## src/rtl/mac_pkg.sv

```systemverilog
// Shared constants and types for the MAC receive path.
// Descriptor fields, reader FSM encoding and default length limits.
package mac_pkg;

    localparam int PTR_ERR_BIT = 15;
    localparam int PTR_LEN_MSB = 11;
    localparam int PTR_LEN_LSB = 0;
    localparam int LEN_W       = PTR_LEN_MSB - PTR_LEN_LSB + 1;

    localparam int DEF_MIN_LEN = 60;
    localparam int DEF_MAX_LEN = 1518;

    typedef enum logic [1:0] {
        IDLE,
        PTR_WAIT,
        FWD,
        DROP
    } rx_state_t;

    typedef struct packed {
        logic [7:0] data;
        logic       first;
        logic       last;
    } rx_beat_t;

endpackage

```

## src/rtl/mac_rx_skid2.sv

```systemverilog
// Two-entry valid/ready skid buffer with fall-through when empty.
// The writer guarantees it never pushes into a full buffer.
module mac_rx_skid2
    import mac_pkg::*;
#(
    parameter int W = $bits(rx_beat_t)
) (
    input  logic         clk,
    input  logic         rst_sys,
    input  logic         in_valid,
    input  logic [W-1:0] in_data,
    output logic         out_valid,
    input  logic         out_ready,
    output logic [W-1:0] out_data,
    output logic [1:0]   occ
);

    logic [W-1:0] head;
    logic [W-1:0] tail;
    logic [1:0]   count;
    logic         pop;

    assign pop = out_valid && out_ready;
    assign occ = count;

    // Empty buffer passes the incoming beat straight to the head.
    always_comb begin
        out_valid = (count != 2'd0) || in_valid;
        out_data  = '0;
        if (count != 2'd0) begin
            out_data = head;
        end else if (in_valid) begin
            out_data = in_data;
        end
    end

    always_ff @(posedge clk) begin
        if (rst_sys) begin
            count <= 2'd0;
            head  <= '0;
            tail  <= '0;
        end else begin
            unique case (count)
                2'd0: begin
                    if (in_valid && !pop) begin
                        head  <= in_data;
                        count <= 2'd1;
                    end
                end
                2'd1: begin
                    if (pop && in_valid) begin
                        head <= in_data;
                    end else if (pop) begin
                        count <= 2'd0;
                    end else if (in_valid) begin
                        tail  <= in_data;
                        count <= 2'd2;
                    end
                end
                default: begin
                    if (pop) begin
                        head <= tail;
                        if (in_valid) begin
                            tail <= in_data;
                        end else begin
                            count <= 2'd1;
                        end
                    end
                end
            endcase
        end
    end

endmodule

```

## src/rtl/mac_rx_reader.sv

```systemverilog
// Drains MAC rx descriptor/data FIFOs into a byte stream, dropping bad frames.
// Define MAC_RX_READER_STATS_EN to add forward/drop frame counters.
module mac_rx_reader
    import mac_pkg::*;
#(
    parameter int MIN_LEN = DEF_MIN_LEN,
    parameter int MAX_LEN = DEF_MAX_LEN
) (
    input  logic        clk,
    input  logic        rst_sys,
    output logic        ptr_fifo_rd,
    input  logic [15:0] ptr_fifo_dout,
    input  logic        ptr_fifo_empty,
    output logic        data_fifo_rd,
    input  logic [7:0]  data_fifo_dout,
    output logic [7:0]  o_data,
    output logic        o_valid,
    input  logic        o_ready,
    output logic        o_first,
    output logic        o_last,
    output logic [11:0] o_len,
    output logic        busy
`ifdef MAC_RX_READER_STATS_EN
    ,
    output logic [31:0] stat_fwd_cnt,
    output logic [31:0] stat_drop_cnt
`endif
);

    localparam logic [LEN_W-1:0] MIN_L = LEN_W'(MIN_LEN);
    localparam logic [LEN_W-1:0] MAX_L = LEN_W'(MAX_LEN);
    localparam logic [LEN_W-1:0] ONE   = LEN_W'(1);

    rx_state_t        state;
    rx_state_t        state_nx;
    logic [LEN_W-1:0] rem;
    logic [LEN_W-1:0] desc_len;
    logic             desc_err;
    logic             desc_zero;
    logic             desc_bad;
    logic [2:0]       rsvd_unused;
    logic             first_pend;
    logic             inf_vld;
    logic             inf_first;
    logic             inf_last;
    logic [1:0]       occ;
    logic [1:0]       pend;
    logic             fwd_rd;
    logic             rd;
    logic             accept_last;
    rx_beat_t         skid_in;
    rx_beat_t         skid_out;

    assign desc_len    = ptr_fifo_dout[PTR_LEN_MSB:PTR_LEN_LSB];
    assign desc_err    = ptr_fifo_dout[PTR_ERR_BIT];
    assign rsvd_unused = ptr_fifo_dout[14:12];
    assign desc_zero   = (desc_len == '0);
    assign desc_bad    = desc_err || (desc_len < MIN_L)
                      || (desc_len > MAX_L);

    // Stored beats plus the read in flight never exceed two.
    assign pend   = occ + {1'b0, inf_vld};
    assign fwd_rd = (state == FWD) && (rem != '0) && (pend < 2'd2);
    assign rd     = fwd_rd || (state == DROP);

    assign accept_last = o_valid && o_ready && o_last;

    always_ff @(posedge clk) begin
        if (rst_sys) begin
            state <= IDLE;
        end else begin
            state <= state_nx;
        end
    end

    always_comb begin
        state_nx = state;
        unique case (state)
            IDLE: begin
                if (!ptr_fifo_empty) state_nx = PTR_WAIT;
            end
            PTR_WAIT: begin
                if (desc_zero)     state_nx = IDLE;
                else if (desc_bad) state_nx = DROP;
                else               state_nx = FWD;
            end
            DROP: begin
                if (rem == ONE) state_nx = IDLE;
            end
            default: begin
                if (accept_last) state_nx = IDLE;
            end
        endcase
    end

    always_comb begin
        ptr_fifo_rd  = 1'b0;
        data_fifo_rd = 1'b0;
        if (!rst_sys) begin
            ptr_fifo_rd  = (state == IDLE) && !ptr_fifo_empty;
            data_fifo_rd = rd;
        end
        busy = (state != IDLE);
    end

    // Tags travel with the read and meet the byte when dout arrives.
    always_ff @(posedge clk) begin
        if (rst_sys) begin
            rem        <= '0;
            o_len      <= '0;
            first_pend <= 1'b0;
            inf_vld    <= 1'b0;
            inf_first  <= 1'b0;
            inf_last   <= 1'b0;
        end else begin
            inf_vld   <= fwd_rd;
            inf_first <= first_pend;
            inf_last  <= (rem == ONE);
            if (state == PTR_WAIT) begin
                rem        <= desc_len;
                first_pend <= !desc_zero && !desc_bad;
                if (!desc_zero && !desc_bad) o_len <= desc_len;
            end else if (rd) begin
                rem        <= rem - ONE;
                first_pend <= 1'b0;
            end
        end
    end

    assign skid_in = '{data: data_fifo_dout,
                       first: inf_first,
                       last: inf_last};

    mac_rx_skid2 u_skid (
        .clk       (clk),
        .rst_sys   (rst_sys),
        .in_valid  (inf_vld),
        .in_data   (skid_in),
        .out_valid (o_valid),
        .out_ready (o_ready),
        .out_data  (skid_out),
        .occ       (occ)
    );

    assign o_data  = skid_out.data;
    assign o_first = skid_out.first;
    assign o_last  = skid_out.last;

`ifdef MAC_RX_READER_STATS_EN
    logic drop_ev;

    assign drop_ev = (state == PTR_WAIT) && (desc_zero || desc_bad);

    always_ff @(posedge clk) begin
        if (rst_sys) begin
            stat_fwd_cnt  <= '0;
            stat_drop_cnt <= '0;
        end else begin
            if (accept_last && !(&stat_fwd_cnt))
                stat_fwd_cnt <= stat_fwd_cnt + 32'd1;
            if (drop_ev && !(&stat_drop_cnt))
                stat_drop_cnt <= stat_drop_cnt + 32'd1;
        end
    end
`endif

endmodule

```

## config.mk

```make
export PLATFORM = sky130hd
export DESIGN_NAME = mac_rx_reader
export DESIGN_NICKNAME = d
export VERILOG_FILES = /design/src/rtl/mac_pkg.sv /design/src/rtl/mac_rx_skid2.sv /design/src/rtl/mac_rx_reader.sv
export SDC_FILE = /design/constraint.sdc
export NUM_CORES = 1
export LEC_CHECK = 0
export CAP_MARGIN = 40
export CORE_ASPECT_RATIO = 0.75
export CORE_UTILIZATION = 39
export DETAILED_ROUTE_END_ITERATION = 6
export PLACE_DENSITY_LB_ADDON = 0.12
export SETUP_SLACK_MARGIN = 0.1
export SLEW_MARGIN = 10
export SYNTH_ARGS = -nofsm -noshare
export SYNTH_HDL_FRONTEND = slang
export SYNTH_SLANG_ARGS = --single-unit
```

## constraint.sdc

```tcl
create_clock -name clk -period 2 [get_ports clk]
set_input_delay 0.2 -clock clk [delete_from_list [all_inputs] [get_ports clk]]
set_output_delay 0.2 -clock clk [all_outputs]
set_load 0.01 [all_outputs]
```

Word-level counts from Yosys, hierarchy flattened --
Cells that the tools add are included.
Operators by class: add/subtract/negate cells 2, order comparisons 3, equality and inequality tests 13, multiplexer cells 30, bitwise logic cells 1, reduce and logical (&&, ||, !) cells 31
Operator list (count):
- 2-to-1 mux 10 bit | 9
- one-hot mux 10 bit (2 select lines) | 2
- 2-to-1 mux 12 bit | 2
- 2-to-1 mux 2 bit | 10
- equality test 12 x 1 -> 1 bit (second input constant) | 1
- > comparator 12 x 11 -> 1 bit (second input constant) | 1
- zero test 12 bit | 1
- less-than comparator 12 x 6 -> 1 bit (second input constant) | 1
- nonzero test 12 bit | 1
- subtractor 12 x 1 -> 12 bit (second input constant) | 1
- logical AND 1 bit | 8
- nonzero test 2 bit | 4
- inequality test 2 x 1 -> 1 bit (second input constant) | 3
- inequality test 2 bit (second input constant) | 3
- one-hot mux 2 bit (3 select lines) | 1
- AND reduction 3 bit | 2
- 2-to-1 mux 1 bit | 5
- AND reduction 5 bit | 1
- equality test 2 x 1 -> 1 bit (second input constant) | 2
- equality test 2 bit (second input constant) | 2
- zero test 1 bit | 4
- zero test 2 bit | 2
- logical OR 1 bit | 4
- one-hot mux 2 bit (2 select lines) | 1
- 9 further kinds | 9
Word-level totals: register bits 52, bits of input ports 28, output and inout port bits 26, word-level logic and storage cells 90

Depth between registers and ports, before layout --
Gate-level depths: netlist of run 1.
word-level depth 7, gate-level depth with buffers 7, depth with buffers taken out 7

Cells and area by module --
Synthesis of run 1 repeated with hierarchy kept, for this count alone.
Second synthesis, totals: cells, all modules 349, area, all modules 2977.9 µm²
By module, submodules not included:
- mac_rx_reader | instances 1, cells an instance 212, area an instance 1793.0 µm², seq. area each 600.6 µm²
- mac_rx_skid2 | instances 1, cells an instance 137, area an instance 1184.9 µm², seq. area each 440.4 µm²

Worst setup path before layout of run 1 --
OpenSTA, ideal clock, no wires.
path type register to register, start reg rem[0], end reg rem[4], library setup time 70 ps, arrival time 1586 ps, required time 1930 ps, path slack 345 ps, stages on the path, launching flop included 8, path buffers 0, period minus slack after synthesis 1655 ps, path through dfxtp_1 inv_1 ha_1 inv_1 or3_2 mux2i_1 a211o_1 a21oi_1
On the way: longest elaborated chain between the ends 5, elaborated cells on any way between the ends 8, classes of those cells add/sub (1); mux (2); reduce/logical (5)
RTL lines:
- start: declaration | line mac_rx_reader.sv:36 | logic [LEN_W-1:0] rem;
- start signal: assignment | line mac_rx_reader.sv:120 | rem <= desc_len;
- start signal: assignment | line mac_rx_reader.sv:124 | rem <= rem - ONE;
- parallel branches: the longest is 5 deep, another holds subtractor 12 x 1 -> 12 bit
Several ways; the timed one is not identified. The select of a mux whose other input is x is not followed. A chain may end at the register's enable or synchronous reset.

Worst setup path in the final report of run 1 --
start reg rem[11], end out data_fifo_rd
On the way: longest elaborated chain between the ends 5
RTL lines:
- nonzero test 12 bit | line mac_rx_reader.sv:63 | assign fwd_rd = (state == FWD) && (rem != '0) && (pend < 2'd2);
- logical AND 1 bit (2 in series) | line mac_rx_reader.sv:63
- logical OR 1 bit | line mac_rx_reader.sv:64 | assign rd = fwd_rd || (state == DROP);
- 2-to-1 mux 1 bit | line mac_rx_reader.sv:99 | if (!rst_sys) begin
- end: declaration | line mac_rx_reader.sv:14 | output logic data_fifo_rd,
No other way between the ends.

==> key figures, run 1 <==
Setup path
  – RR Startpoint: rem[11]$_SDFFE_PP0P_
  – Crit-path cells: nor4_4 > nand4_1 > buf_4 > a21oi_4 > nor3_1 > clkbuf_2
  – Crit path max-delay cell type: dfxtp_4
  – Slack of the worst reg-to-reg path: 200 ps
  – CP Data Arrival Time: 1670 ps
  – CP Data Required Time: 1800 ps
  – CP top delay family: simple AND/OR/NAND/NOR gates
  – Critical Path End Type: output port
  – Slowest stage delay, CP: 380 ps
  – Buf/Inv on CP: 2
  – Worst Setup EP: data_fifo_rd
  – Worst setup path class: register to output port
  – R2R Path End: rem[9]$_SDFFE_PP0P_
  – Startpoint Class: register
  – Path depth of the worst reg2reg path: 7
  – Path length in cells of the critical path: 6
  – CP startpoint: rem[11]$_SDFFE_PP0P_
  – Crit Path Max Fanout: 4

Place
  – Place WS: 39.0 ps
  – Dpl hpwl: 4950 µm
  – PortBufs: 50
  – RePlAce Congestion: about 0.88
  – Placed insts: 458

Pwr
  – Leak pwr: between 1.5 and 2 nW
  – Pwr per Cell Area: 767 nW/µm²
  – Worst VDD drop: 0.321 mV

CTS
  – Clock tree sinks: 52
  – Hold buffer count at CTS: 0
  – Clock-pin slew on the worst setup and hold paths: 110 ps
  – Cts bufs inserted: 5
  – CTS tree: built
  – Clock tree buffer depth: 2
  – Clk Latency, worst-skew pair: 310 ps
  – Clock Tree Root: clkbuf_8
  – CTS H-tree depth: 2

Timing
  – Clk_skew: 8.25 ps
  – Worst-Margin Slew: 469 ps
  – RSZ-0062 raised after global routing: yes
  – Crit path setup slack, layout: 128 ps
  – Final Cycle Share: 93.6%
  – Final min period: 1870 ps
  – Rel. slew slack: 68.8%
  – Fin Setup TNS: 0 ps
  – Final hold vios: 0
  – Hold slack: 241 ps
  – Fmax: ~0.53 GHz
  – Slew Limit Fails: 0
  – Setup-failing EPs final: 0

Logic synthesis
  – Post-Syn Area: around 2600 µm²
  – Main flop type after synthesis: dfxtp_1
  – Number of synthesized register bits: 52
  – Post-synth cell types: 47
  – Post-synth ARST share: 0%
  – Post-synth EDFFs: 0
  – Count leader, synth: dfxtp_1
  – Mapped Avg Cell Area: between 8 and 9 µm²
  – Cell count after synthesis: 318
  – Most frequent cells after synthesis: dfxtp_1 (52), nor2_1 (48), mux2i_1 (32)
  – Register area share after synthesis: 39.4%
  – Synth area leaders: dfxtp_1 (39%), mux2i_1 (12%), nor2_1 (6.8%), nand2_1 (4.1%), a211oi_1 (3.7%)
  – Yosys warns: 0
  – Share of the synthesized area in the top cell type: 39.4%
  – Net Count, Synth: 349
  – Leading area contributor after synthesis: dfxtp_1

Floorplanning
  – Die area: 7110 µm²
  – Rows: 25
  – Die W: 97.1 µm
  – Die span in y: 73.3 µm
  – Starting Density: 41.2%
  – Core area: about 6400 µm²
  – I/O pin total: 54

Worst hold path
  – Hold Path Class: primary input to register

Global routing
  – First-pass GRT wire length: about 12000 µm
  – Largest net degree at the start of global routing: 46
  – GRT Residual Overflow: 0
  – Vias in the first global route: about 2300
  – Total GRT Usage: 20.5%
  – Initial antenna violation count: 0

Routing
  – DR pass1 iterations: 4
  – Routed Antenna Nets: 0
  – Total Wirelength: 7010 µm
  – # DRC: 0
  – DR vias/cell: 5.41
  – First DRT Iteration DRCs: 132
  – Vias after detailed routing: 2561
  – DR WL/cell: 14.8 µm

Final layout
  – Diodes inserted: 0
  – Ratio of cells with drive above 1 in the final layout: a little under a fifth
  – Fin cells: 473
  – Fillers: 607
  – NumNets Final: 422
  – Area delta synth->final: 35.0%

Outcome
  – Status: finished, final reports clean

Run
  – Max Cap Viol: 0
-- worst reg2reg max path: stages (launching register included) --
cell,delay (ps)
dfxtp_4,380
nor4_4,300
nand4_1,160
buf_4,180
a21oi_4,140
buf_6,200
o21ai_0,100
a311oi_1,260
-- kinds of logic (layout without fill, tap and decap cells) --
group	after synthesis	in the layout	share of synthesized area, %
flops	52	52	39.4
simple gates	135	135	24.8
compound gates	68	68	17.9
mux	32	32	12.1
fa+ha+maj	3	3	1.42
buf+inv	28	102	4.45
-- layout make-up --
class | count | area [µm²] | area share (%)
clock buffer | 5 | 68.8 | 1.93
clock inverter | 3 | 27.5 | 0.771
inverter | 8 | 30.0 | 0.842
multi-input combinational | 238 | 1550 | 43.4
sequential | 52 | 1050 | 29.5
tap | 81 | 101 | 2.84
timing repair buffer | 86 | 739 | 20.7
-- how the worst min path moves through the flow --
stage	start	to	slack, ps	cells past startpoint
6_report	rst_sys	state[0]$_SDFFE_PP0P_	240	2
5_1_grt	rst_sys	state[0]$_SDFFE_PP0P_	250	2
4_1_cts	rst_sys	state[0]$_SDFFE_PP0P_	230	2
3_5_place_dp	first_pend$_SDFFE_PP0P_	first_pend$_SDFFE_PP0P_	450	2
3_3_place_gp	first_pend$_SDFFE_PP0P_	first_pend$_SDFFE_PP0P_	440	2
2_1_floorplan	ptr_fifo_empty	state[1]$_SDFFE_PP0P_	310	1
-- where the power goes --
group          leakage, nW  switching, mW  internal, mW
clock               0.0463          0.388         0.258
combinational         1.11          0.471         0.454
sequential           0.424         0.0636          1.10
total                 1.58          0.923          1.81
-- through the flow --
stage	area (µm²)	power, mW	utilization, %
after floorplan	2640	1.67	-
after global placement	3380	1.98	52.7
after detailed placement	3380	1.99	52.7
after CTS	3550	2.72	55.4
after global routing	3570	2.90	55.6
final	3570	2.74	55.6
-- cells in the final DEF (no fill, tap or decap), types with 4 or more instances in the layout --
| master | synthesis | final |
|---|---|---|
| a21oi_1 | 15 | 14 |
| buf_4 | 1 | 34 |
| nand4_1 | 5 | 5 |
| clkbuf_2 | 0 | 8 |
| inv_1 | 8 | 7 |
| or3_1 | 4 | 4 |
| clkdlybuf4s50_1 | 0 | 36 |
| a211oi_1 | 13 | 13 |
| nand3_1 | 15 | 15 |
| nor2_1 | 48 | 48 |
| dfxtp_1 | 52 | 47 |
| o21ai_0 | 7 | 6 |
| nor3_1 | 4 | 4 |
| nand2_1 | 29 | 28 |
| nand2b_1 | 6 | 6 |
| nor2b_1 | 6 | 6 |
| dlygate4sd2_1 | 0 | 4 |
| clkbuf_8 | 0 | 5 |
| mux2i_1 | 32 | 32 |
-- per-layer routing --
metal	track usage, %	share of wire [%]	vias to the layer above
li1	-	-	1292
met1	30.4	52	1169
met2	29.3	40	88
met3	4.85	6.4	12
met4	6.47	1.7	0
met5	0	0	-
-- timing repair --
action,in CTS,in global routing
setup buffers,8,1
pin swaps,4,6
gates resized for setup,20,30
endpoints found under the setup margin,13,17
cloned,0,0
-- registers in the layout, summed over array words and instances (netlist names), 2 cells and up --
signal       cells
state            2
u_skid.head     10
u_skid.tail     10
u_skid.occ       2
rem             12
o_len           12
No activity file was read; power rests on OpenSTA's default activity.
==> inputs of run 2 (changes only) <==
--- a/config.mk
+++ b/config.mk
@@ -8,8 +8,10 @@
 export CAP_MARGIN = 40
 export CORE_ASPECT_RATIO = 0.75
 export CORE_UTILIZATION = 39
+export CTS_BUF_LIST = sky130_fd_sc_hd__clkbuf_4
 export DETAILED_ROUTE_END_ITERATION = 6
-export PLACE_DENSITY_LB_ADDON = 0.12
+export DONT_BUFFER_PORTS = 1
+export PLACE_DENSITY = 0.5
 export SETUP_SLACK_MARGIN = 0.1
 export SLEW_MARGIN = 10
 export SYNTH_ARGS = -nofsm -noshare
==> run 2 against run 1 <==
Net effect: non-clock buffer count shrank 46; largest cell class unchanged; worst hold slack got worse by 220 ps; via count shrank 5.9%; clock skew grew 4.6 ps; critical path depth down 3.
==> key figures, run 2 (synthesis results as in run 1) <==
Outcome
  – Status: finished, final reports clean

Routing
  – DR pass1 iterations: 4
  – Routed Antenna Nets: 0
  – First DRT Iteration DRCs: 165
  – DR vias/cell: 5.64
  – Vias after detailed routing: 2409
  – DR WL/cell: 16.8 µm
  – Total Wirelength: 7180 µm
  – # DRC: 0

Pwr
  – Leak pwr: between 1 and 1.5 nW
  – Pwr per Cell Area: about 800 nW/µm²
  – Worst VDD drop: 0.300 mV

Setup path
  – CP Data Arrival Time: 1650 ps
  – Crit path max-delay cell type: dfxtp_1
  – Slowest stage delay, CP: approximately 530 ps
  – Crit-path cells: nor2b_1 > buf_4 > nor3_4
  – Startpoint Class: register
  – Worst setup path class: register to output port
  – Crit Path Max Fanout: 10
  – Critical Path End Type: output port
  – CP Data Required Time: 1800 ps

Place
  – Place WS: ~170 ps
  – Area after DPL: 2760 µm²
  – RePlAce Congestion: 0.818
  – Dpl hpwl: between 4000 and 5000 µm
  – PortBufs: 0

CTS
  – Clock Tree Root: clkbuf_4
  – Cts bufs inserted: 5
  – CTS tree: built
  – Clock tree buffer depth: 2
  – CTS H-tree depth: 2
  – Clk Latency, worst-skew pair: 380 ps
  – Clock tree sinks: 52
  – Clock-pin slew on the worst setup and hold paths: 170 ps

Floorplanning
  – Die span in y: ~73 µm
  – Rows: 25
  – Core area: 6410 µm²
  – Die W: 97.1 µm
  – Die area: between 7000 and 8000 µm²
  – I/O pin total: 54
  – Starting Density: 41.2%

Run
  – Max Cap Viol: 0

Global routing
  – First-pass GRT wire length: 11700 µm
  – Total GRT Usage: 20.8%
  – GRT Residual Overflow: 0
  – Largest net degree at the start of global routing: 55
  – Initial antenna violation count: 0
  – Vias in the first global route: 2224

Timing
  – Fmax: 0.540 GHz
  – RSZ-0062 raised after global routing: yes
  – Clk_skew: 12.9 ps
  – Worst-Margin Slew: 556 ps
  – Crit path setup slack, layout: between 100 and 150 ps
  – Slew Limit Fails: 0
  – Final min period: 1850 ps
  – Setup-failing EPs final: 0
  – Fin Setup TNS: 0 ps
  – Rel. slew slack: 62.9%
  – Final hold vios: 0
  – Final Cycle Share: 92.7%

Final layout
  – Ratio of cells with drive above 1 in the final layout: between 15 and 20%
  – Commonest non-fill, non-tap cell in the layout: nor2_1
  – Most frequent cells in the layout: nor2_1 (46), dfxtp_1 (44), mux2i_1 (32), nand2_1 (28), dlygate4sd3_1 (20)
  – Area delta synth->final: 21.3%
  – Final core utilization: 50.0%
  – Biggest regs: o_len x12, rem x12
  – Diodes inserted: 0
  – NumNets Final: 376
  – Final Instance Area: 3210 µm²
  – Fillers: 632

Worst hold path
  – Hold Path Class: primary input to register
run 2: cell types whose count changed in the layout (fill, tap and decap cells not counted), moves of 2 or more:
cell,previous run,this run
dfxtp_1,47,44
clkdlybuf4s50_1,36,0
nor2_1,48,46
buf_6,1,3
clkbuf_8,5,0
o22ai_1,3,5
dlygate4sd3_1,0,20
dfxtp_2,3,5
clkbuf_2,8,0
buf_4,34,16
dlygate4sd2_1,4,0
clkbuf_4,0,5
run 2: layer usage:
layer,track usage [%],share of wire [%]
met5,0,0
met4,4.48,0.79
met3,5.33,5.7
met2,29.3,40
met1,31.6,54
run 2: report_power, final:
group / internal, mW / total (mW) / leakage, nW / switching, mW
Clock: 0.268 / 0.634 / 0.0418 / 0.366
Sequential: 1.11 / 1.20 / 0.426 / 0.0871
Combinational: 0.368 / 0.773 / 0.898 / 0.405
Total: 1.75 / 2.60 / 1.37 / 0.858
run 2: area by class of cell:
class,instances,area (µm²),area share [%]
Inverter,8,30.0,0.937
Sequential cell,52,1060,33.0
Tap cell,81,101,3.16
Clock inverter,3,46.3,1.44
Multi-Input combinational cell,238,1550,48.4
Clock buffer,5,37.5,1.17
Timing Repair Buffer,40,382,11.9
run 2: stage by stage:
| stage | hold slack (ps) | cells | power [mW] |
|---|---|---|---|
| 4_1_cts | 6.34 | 424 | 2.55 |
| 3_5_place_dp | 280 | 393 | 1.80 |
| 2_1_floorplan | 312 | 318 | 1.67 |
| 3_3_place_gp | 278 | 393 | 1.80 |
| 5_1_grt | 12.9 | 427 | 2.76 |
| 6_report | 25.3 | 427 | 2.60 |
run 2: worst paths after layout:
| path | start | cells after the start | slack [ps] | endpoint |
|---|---|---|---|---|
| setup / recovery | state[0]$_SDFFE_PP0P_ | 3 | 150 | data_fifo_rd |
| hold / removal | ptr_fifo_dout[0] | 2 | 30 | rem[0]$_SDFFE_PP0P_ |
| hold reg to reg | first_pend$_SDFFE_PP0P_ | 2 | 460 | first_pend$_SDFFE_PP0P_ |
| setup reg to reg | rem[5]$_SDFFE_PP0P_ | 6 | 180 | rem[9]$_SDFFE_PP0P_ |
run 2: timing repair:
item | in CTS | in global routing
pin swaps | 1 | 4
hold buffers | 21 | 0
gates resized for setup | 7 | 23
endpoints found under the hold margin | 52 | 0
setup buffers | 2 | 3
setup endpoints to repair | 1 | 14
run 2: worst max-delay path, delay by kind of cell, from the launching register on:
family	cells	cell delay (ps)
buffers and inverters	1	270
DFF	1	530
and+or+nand+nor	2	470
